**src/rtl/mm_store_pkg.sv**
```systemverilog
// Shared definitions for the matrix result store path: FSM states and
// geometry of one stored result (lanes per beat, address width, beat count).
package mm_store_pkg;

  localparam int LANES       = 8;
  localparam int ADDR_W      = 14;
  localparam int TOTAL_WORDS = 4096;
  localparam int BEATS       = TOTAL_WORDS / LANES;

  typedef enum logic [1:0] {
    ST_IDLE  = 2'd0,
    ST_RUN   = 2'd1,
    ST_DRAIN = 2'd2,
    ST_DONE  = 2'd3
  } state_t;

endpackage

```
**src/rtl/wr_hold_reg.sv**
```systemverilog
// Single-entry output register between the beat producer and the result
// memory. A new beat may be loaded whenever the register is empty or is
// being drained in the same cycle; otherwise contents hold unchanged.
module wr_hold_reg #(
  parameter int DATA_W = 128,
  parameter int ADDR_W = 14
) (
  input  logic              clk,
  input  logic              reset,
  input  logic              src_valid,
  input  logic [DATA_W-1:0] src_data,
  input  logic [ADDR_W-1:0] src_addr,
  output logic              src_ready,
  output logic              dst_valid,
  output logic [DATA_W-1:0] dst_data,
  output logic [ADDR_W-1:0] dst_addr,
  input  logic              dst_ready
);

  assign src_ready = !dst_valid || dst_ready;

  // Load on accept, drop valid after a handshake with no new beat behind it.
  always_ff @(posedge clk or posedge reset) begin
    if (reset) begin
      dst_valid <= 1'b0;
      dst_data  <= '0;
      dst_addr  <= '0;
    end else if (src_valid && src_ready) begin
      dst_valid <= 1'b1;
      dst_data  <= src_data;
      dst_addr  <= src_addr;
    end else if (dst_ready) begin
      dst_valid <= 1'b0;
    end
  end

endmodule

```
**src/rtl/result_writer_8lane.sv**
```systemverilog
// Streams one matrix result (TOTAL_WORDS words, LANES words per beat) into
// the result memory. Each store starts with a start pulse, writes beats at
// ascending word addresses from 0, and ends with a sticky done flag once the
// final beat has been handshaken by the memory.
module result_writer_8lane
  import mm_store_pkg::*;
#(
  parameter int DATA_W      = 16,
  parameter int LANES       = 8,
  parameter int TOTAL_WORDS = 4096
) (
  input  logic                    clk,
  input  logic                    reset,
  input  logic                    start,
  input  logic                    in_valid,
  input  logic [LANES*DATA_W-1:0] in_data,
  output logic                    in_ready,
  input  logic                    mem_ready,
  output logic                    wr_en,
  output logic [ADDR_W-1:0]       wr_base,
  output logic [LANES*DATA_W-1:0] wr_data,
  output logic [9:0]              beat_count,
  output logic                    busy,
  output logic                    done
);

  localparam logic [ADDR_W-1:0] STEP      = ADDR_W'(LANES);
  localparam logic [ADDR_W-1:0] LAST_ADDR = ADDR_W'(TOTAL_WORDS - LANES);
  localparam logic [9:0]        LAST_BEAT = 10'(TOTAL_WORDS / LANES - 1);

  state_t            state;
  logic [ADDR_W-1:0] acc_addr;
  logic              run;
  logic              hold_ready;
  logic              accept;
  logic              wr_hs;
  logic              start_ok;
  logic              last_accept;
  logic              last_hs;

  assign run         = (state == ST_RUN);
  assign in_ready    = run && hold_ready;
  assign accept      = in_valid && in_ready;
  assign wr_hs       = wr_en && mem_ready;
  assign start_ok    = start && ((state == ST_IDLE) || (state == ST_DONE));
  assign last_accept = accept && (acc_addr == LAST_ADDR);
  assign last_hs     = wr_hs && (beat_count == LAST_BEAT);
  assign busy        = (state == ST_RUN) || (state == ST_DRAIN);

  // Store sequencing: accept all beats, drain the last write, then park in DONE.
  always_ff @(posedge clk or posedge reset) begin
    if (reset) begin
      state <= ST_IDLE;
    end else begin
      case (state)
        ST_IDLE:  if (start)       state <= ST_RUN;
        ST_RUN:   if (last_accept) state <= ST_DRAIN;
        ST_DRAIN: if (last_hs)     state <= ST_DONE;
        ST_DONE:  if (start)       state <= ST_RUN;
        default:                   state <= ST_IDLE;
      endcase
    end
  end

  // Acceptance address, completed-write count and sticky done; a start clears them.
  always_ff @(posedge clk or posedge reset) begin
    if (reset) begin
      acc_addr   <= '0;
      beat_count <= '0;
      done       <= 1'b0;
    end else if (start_ok) begin
      acc_addr   <= '0;
      beat_count <= '0;
      done       <= 1'b0;
    end else begin
      if (accept) acc_addr <= acc_addr + STEP;
      if (wr_hs) beat_count <= beat_count + 10'd1;
      if ((state == ST_DRAIN) && last_hs) done <= 1'b1;
    end
  end

  wr_hold_reg #(
    .DATA_W (LANES*DATA_W),
    .ADDR_W (ADDR_W)
  ) u_hold (
    .clk       (clk),
    .reset     (reset),
    .src_valid (in_valid && run),
    .src_data  (in_data),
    .src_addr  (acc_addr),
    .src_ready (hold_ready),
    .dst_valid (wr_en),
    .dst_data  (wr_data),
    .dst_addr  (wr_base),
    .dst_ready (mem_ready)
  );

endmodule

```
**config.mk**
```make
export PLATFORM = sky130hd
export DESIGN_NAME = result_writer_8lane
export DESIGN_NICKNAME = d
export VERILOG_FILES = /design/src/rtl/mm_store_pkg.sv /design/src/rtl/wr_hold_reg.sv /design/src/rtl/result_writer_8lane.sv
export SDC_FILE = /design/constraint.sdc
export NUM_CORES = 1
export LEC_CHECK = 0
export CORE_UTILIZATION = 40
export DETAILED_ROUTE_END_ITERATION = 8
export HOLD_SLACK_MARGIN = 0.1
export PLACE_DENSITY = 0.86
export SYNTH_ARGS = -nofsm -noshare
export SYNTH_HDL_FRONTEND = slang
export SYNTH_SLANG_ARGS = --single-unit
export TNS_END_PERCENT = 30
```
**constraint.sdc**
```tcl
create_clock -name clk -period 8.2 [get_ports clk]
set_clock_uncertainty 0.2 [all_clocks]
set_input_delay 2.05 -clock clk [delete_from_list [all_inputs] [get_ports clk]]
set_output_delay 2.05 -clock clk [all_outputs]
set_load 0.005 [all_outputs]
```
==> impl_metrics.prom <==
# TYPE chip_impl_metric gauge
chip_impl_info{name="r2r_start",value="state[0]"} 1
chip_impl_metric{name="vdd.ir_drop.worst",unit="µV"} 124
chip_impl_metric{name="ctsLongestPathBuffers",unit=""} 2
chip_impl_metric{name="grt_start_max_net_pins",unit=""} 102
chip_impl_metric{name="clkLatencyLatePin",unit="ps"} 420
chip_impl_metric{name="number_of_global_route_vias_before_repair",unit=""} 5496
chip_impl_metric{name="arrival",unit="ps"} 3450
chip_impl_metric{name="final_layout_size_suffix_gt1_share",unit="%"} 3.88
chip_impl_metric{name="viasPerCell",unit=""} 4.65
chip_impl_info{name="worst_reg2reg_endpoint",value="u_hold.dst_data[4]"} 1
chip_impl_info{name="worst_setup_path_startpoint",value="mem_ready"} 1
chip_impl_metric{name="pwr-share-clk",unit="%"} 49.1
chip_impl_metric{name="initialDrtViolationCount",unit=""} 290
chip_impl_metric{name="num_antenna_cells",unit=""} 0
chip_impl_metric{name="critical_path_required",unit="ps"} 5950
chip_impl_metric{name="start_util",unit="%"} 41.7
chip_impl_metric{name="r2r_setup_slack",unit="ps"} 5490
chip_impl_metric{name="worst-path-max-fanout",unit=""} 4
chip_impl_metric{name="boundaryPins",unit=""} 289
chip_impl_metric{name="yosys_register_bits",unit=""} 164
chip_impl_metric{name="preCtsSetupSlack",unit="ps"} 2510
chip_impl_metric{name="ys_types",unit=""} 27
chip_impl_metric{name="route.detailed.wl_per_inst",unit="µm"} 14.6
chip_impl_info{name="run_status",value="finished, final reports clean"} 1
chip_impl_metric{name="timing.final.max_slew_violations",unit=""} 0
chip_impl_metric{name="internal-power",unit="W"} 0.00140
chip_impl_metric{name="area_added_between_synthesis_and_finish",unit="%"} 56.6
chip_impl_metric{name="globalRoute.totalOverflow",unit=""} 0
chip_impl_metric{name="timing_worst_slew_pin_value",unit="ps"} 1190
chip_impl_info{name="category_of_the_worst_setup_path_capture_point",value="primary output"} 1
chip_impl_metric{name="detailedRoute.firstPassIterationCount",unit=""} 4
chip_impl_metric{name="routed-via-count",unit=""} 5645
chip_impl_metric{name="core_area",unit="mm²"} 0.0154
chip_impl_info{name="hold_path.class",value="flop to flop"} 1
chip_impl_metric{name="place.gp.congestion",unit=""} 0.777
chip_impl_metric{name="finalSetupViolations",unit=""} 0
chip_impl_metric{name="drv_cap",unit=""} 0
chip_impl_metric{name="post_synth_inst_count",unit=""} 718
chip_impl_metric{name="std_cell_rows",unit=""} 45
chip_impl_metric{name="postCtsSetupBuffers",unit=""} 0
chip_impl_metric{name="initial_antenna_violation_count",unit=""} 0
chip_impl_metric{name="power.sequential.fraction",unit="%"} 46.3
chip_impl_metric{name="min_period",unit="ps"} 5700
chip_impl_metric{name="min_period_over_period",unit="%"} 69.5
chip_impl_metric{name="design.die.area",unit="mm²"} 0.0166
chip_impl_info{name="setup.worst_path.end",value="in_ready"} 1
chip_impl_metric{name="timing.slew.headroom",unit="%"} 20.6
chip_impl_metric{name="io_buffer_count",unit=""} 285
chip_impl_info{name="grt_setup_unrepaired",value="no"} 1
chip_impl_metric{name="switching_share",unit="%"} 20.0
chip_impl_metric{name="ys_warn_count",unit=""} 0
chip_impl_metric{name="cts-htree-levels",unit=""} 4
chip_impl_metric{name="place_hpwl",unit="mm"} 12.3
chip_impl_metric{name="finalHoldViolCount",unit=""} 0
chip_impl_metric{name="p_leak",unit="nW"} 5.09
chip_impl_metric{name="num-fill-cells",unit=""} 1219
chip_impl_metric{name="setup-tns-final",unit="ps"} 0
chip_impl_metric{name="p_sw",unit="W"} 0.000349
chip_impl_metric{name="power.density",unit="mW/mm²"} 174
chip_impl_metric{name="grtUsageTotal",unit="%"} 21.5
chip_impl_metric{name="die_width",unit="µm"} 129
chip_impl_metric{name="post_synth_instance_area",unit="mm²"} 0.00643
chip_impl_metric{name="fmax",unit="GHz"} 0.176
chip_impl_metric{name="power.share.combinational",unit="%"} 4.6
chip_impl_metric{name="syn-mean-instance-area",unit="µm²"} 8.96
chip_impl_metric{name="ant_nets",unit=""} 0
chip_impl_info{name="criticalPathCategory",value="input port to primary output"} 1
chip_impl_metric{name="drc",unit=""} 0
chip_impl_metric{name="worst_setup_hold_path_clk_slew",unit="ps"} 60
chip_impl_metric{name="fin_ws",unit="ps"} 2500
chip_impl_info{name="crit_path_start_kind",value="input port"} 1
chip_impl_metric{name="die_h",unit="µm"} 129
chip_impl_metric{name="detail_route.wirelength",unit="mm"} 17.8
chip_impl_metric{name="synth_seq_area_share",unit="%"} 63.8
chip_impl_info{name="cts_root_buf",value="sky130_fd_sc_hd__clkbuf_16"} 1
chip_impl_metric{name="layout.nets",unit=""} 1129
chip_impl_metric{name="post_cts.resized_instances",unit=""} 0
chip_impl_metric{name="grt_pass1_wl",unit="mm"} 27.5
chip_impl_metric{name="fin_total_pwr",unit="W"} 0.00175
chip_impl_metric{name="reg2regPathDepth",unit=""} 6
chip_impl_metric{name="clkSinkCount",unit=""} 164
chip_impl_metric{name="cts_buffers",unit=""} 17
chip_impl_metric{name="postCtsHoldBufs",unit=""} 0
chip_impl_info{name="min-delay-start",value="u_hold.dst_data[10]"} 1
chip_impl_info{name="tritoncts",value="built"} 1
==> critical path: stages <==
cell,delay (ps)
sky130_fd_sc_hd__clkdlybuf4s50_1,500
sky130_fd_sc_hd__nand2b_1,160
sky130_fd_sc_hd__and2_1,210
sky130_fd_sc_hd__clkdlybuf4s50_1,520
==> stage by stage <==
| stage | hold WS (ps) | instance area (µm²) | util (%) | cells |
|---|---|---|---|---|
| global route | 288 | 10100 | 65.3 | 1215 |
| finish | 272 | 10100 | 65.3 | 1215 |
| detailed placement | 261 | 9430 | 61.1 | 1184 |
| global placement | 256 | 9430 | 61.1 | 1184 |
| floorplan | 270 | 6440 | - | 720 |
| CTS | 276 | 10100 | 65.3 | 1215 |
==> cell families after synthesis <==
logic type	after synthesis	synth area share [%]
simple gates	479	29.0
flops	164	63.8
buf+inv	41	3.03
xor+xnor	17	2.31
compound gates	11	0.875
fa+ha+maj	4	0.778
other cells	1	0.0583
mux	1	0.156
==> cells in the final DEF, fill, tap and decap left out, types with 3 or more instances in the layout <==
cell	count
sky130_fd_sc_hd__or3_1	3
sky130_fd_sc_hd__o21ai_0	4
sky130_fd_sc_hd__inv_1	4
sky130_fd_sc_hd__nand4_1	7
sky130_fd_sc_hd__xnor2_1	4
sky130_fd_sc_hd__clkbuf_16	17
sky130_fd_sc_hd__nor2_1	21
sky130_fd_sc_hd__conb_1	3
sky130_fd_sc_hd__dfrtp_1	164
sky130_fd_sc_hd__and2_1	3
sky130_fd_sc_hd__nand3_1	5
sky130_fd_sc_hd__xor2_1	13
sky130_fd_sc_hd__clkdlybuf4s50_1	285
sky130_fd_sc_hd__nand2_1	431
sky130_fd_sc_hd__bufinv_16	4
sky130_fd_sc_hd__a21oi_1	6
sky130_fd_sc_hd__clkinv_4	3
sky130_fd_sc_hd__ha_1	4
sky130_fd_sc_hd__buf_4	4
sky130_fd_sc_hd__clkbuf_8	3
==> how the worst min path moves through the flow <==
stage                                     end  slack, ps  cells after the start
after detailed placement  u_hold.dst_data[20]        260                      2
after global placement    u_hold.dst_data[20]        260                      2
after global routing      u_hold.dst_data[33]        290                      2
final                     u_hold.dst_data[10]        270                      2
after floorplan            u_hold.dst_data[0]        270                      2
after CTS                 u_hold.dst_data[20]        280                      2
==> cells in the mapped netlist <==
| master | number | area share [%] |
|---|---|---|
| sky130_fd_sc_hd__a21oi_1 | 6 | 0.47 |
| sky130_fd_sc_hd__inv_1 | 5 | 0.29 |
| sky130_fd_sc_hd__and4_1 | 1 | 0.14 |
| sky130_fd_sc_hd__or3_1 | 3 | 0.29 |
| sky130_fd_sc_hd__ha_1 | 4 | 0.78 |
| sky130_fd_sc_hd__clkbuf_1 | 6 | 0.35 |
| sky130_fd_sc_hd__o22ai_1 | 1 | 0.097 |
| sky130_fd_sc_hd__xor2_1 | 13 | 1.8 |
| sky130_fd_sc_hd__nor2b_1 | 1 | 0.097 |
| sky130_fd_sc_hd__buf_1 | 3 | 0.18 |
| sky130_fd_sc_hd__nand3_1 | 5 | 0.39 |
| sky130_fd_sc_hd__nor3b_2 | 1 | 0.19 |
| sky130_fd_sc_hd__buf_2 | 24 | 1.9 |
| sky130_fd_sc_hd__and2_1 | 3 | 0.29 |
| sky130_fd_sc_hd__nand2_1 | 432 | 25 |
| sky130_fd_sc_hd__mux2i_1 | 1 | 0.16 |
| sky130_fd_sc_hd__and2_0 | 1 | 0.097 |
| sky130_fd_sc_hd__nand2b_1 | 1 | 0.097 |
| sky130_fd_sc_hd__o21ai_0 | 4 | 0.31 |
| sky130_fd_sc_hd__xnor2_1 | 4 | 0.54 |
| sky130_fd_sc_hd__buf_4 | 3 | 0.35 |
| sky130_fd_sc_hd__and3_1 | 2 | 0.19 |
| sky130_fd_sc_hd__nand4_1 | 7 | 0.68 |
| sky130_fd_sc_hd__conb_1 | 1 | 0.058 |
| sky130_fd_sc_hd__nor4_1 | 1 | 0.097 |
| sky130_fd_sc_hd__nor2_1 | 21 | 1.2 |
| sky130_fd_sc_hd__dfrtp_1 | 164 | 64 |
==> power groups by stage <==
stage / clock [W] / sequential (W) / combinational [W]
after floorplan: 0 / 0.000824 / 0.0000138
after global placement: 0 / 0.000824 / 0.0000807
after detailed placement: 0 / 0.000824 / 0.0000814
after CTS: 0.000876 / 0.000809 / 0.0000819
after global routing: 0.000908 / 0.000808 / 0.0000873
final: 0.000859 / 0.000809 / 0.0000802
==> flip-flops by register name, summed over array words and instances, names as in the netlist <==
name	count
u_hold.dst_data	128
acc_addr	11
u_hold.dst_addr	11
beat_count	10
state	2
done	1
u_hold.dst_valid	1
==> layer usage <==
layer	GRT usage, %	vias to the layer above	routed length (µm)
li1	-	2728	-
met1	25.2	2670	7130
met2	36.0	221	8740
met3	7.40	26	1500
met4	8.65	0	390
met5	0	-	0
==> cell type report <==
class	instances	area, µm²	area share, %
clock buffers	20	467	4.63
flip-flops and latches	164	4100	40.7
repair buffers	289	2880	28.6
clock inverters	11	175	1.74
inverters	5	23.8	0.236
well taps	211	264	2.62
multi-input cells	515	2160	21.4
Note: power is estimated with default switching activity, not from simulation.
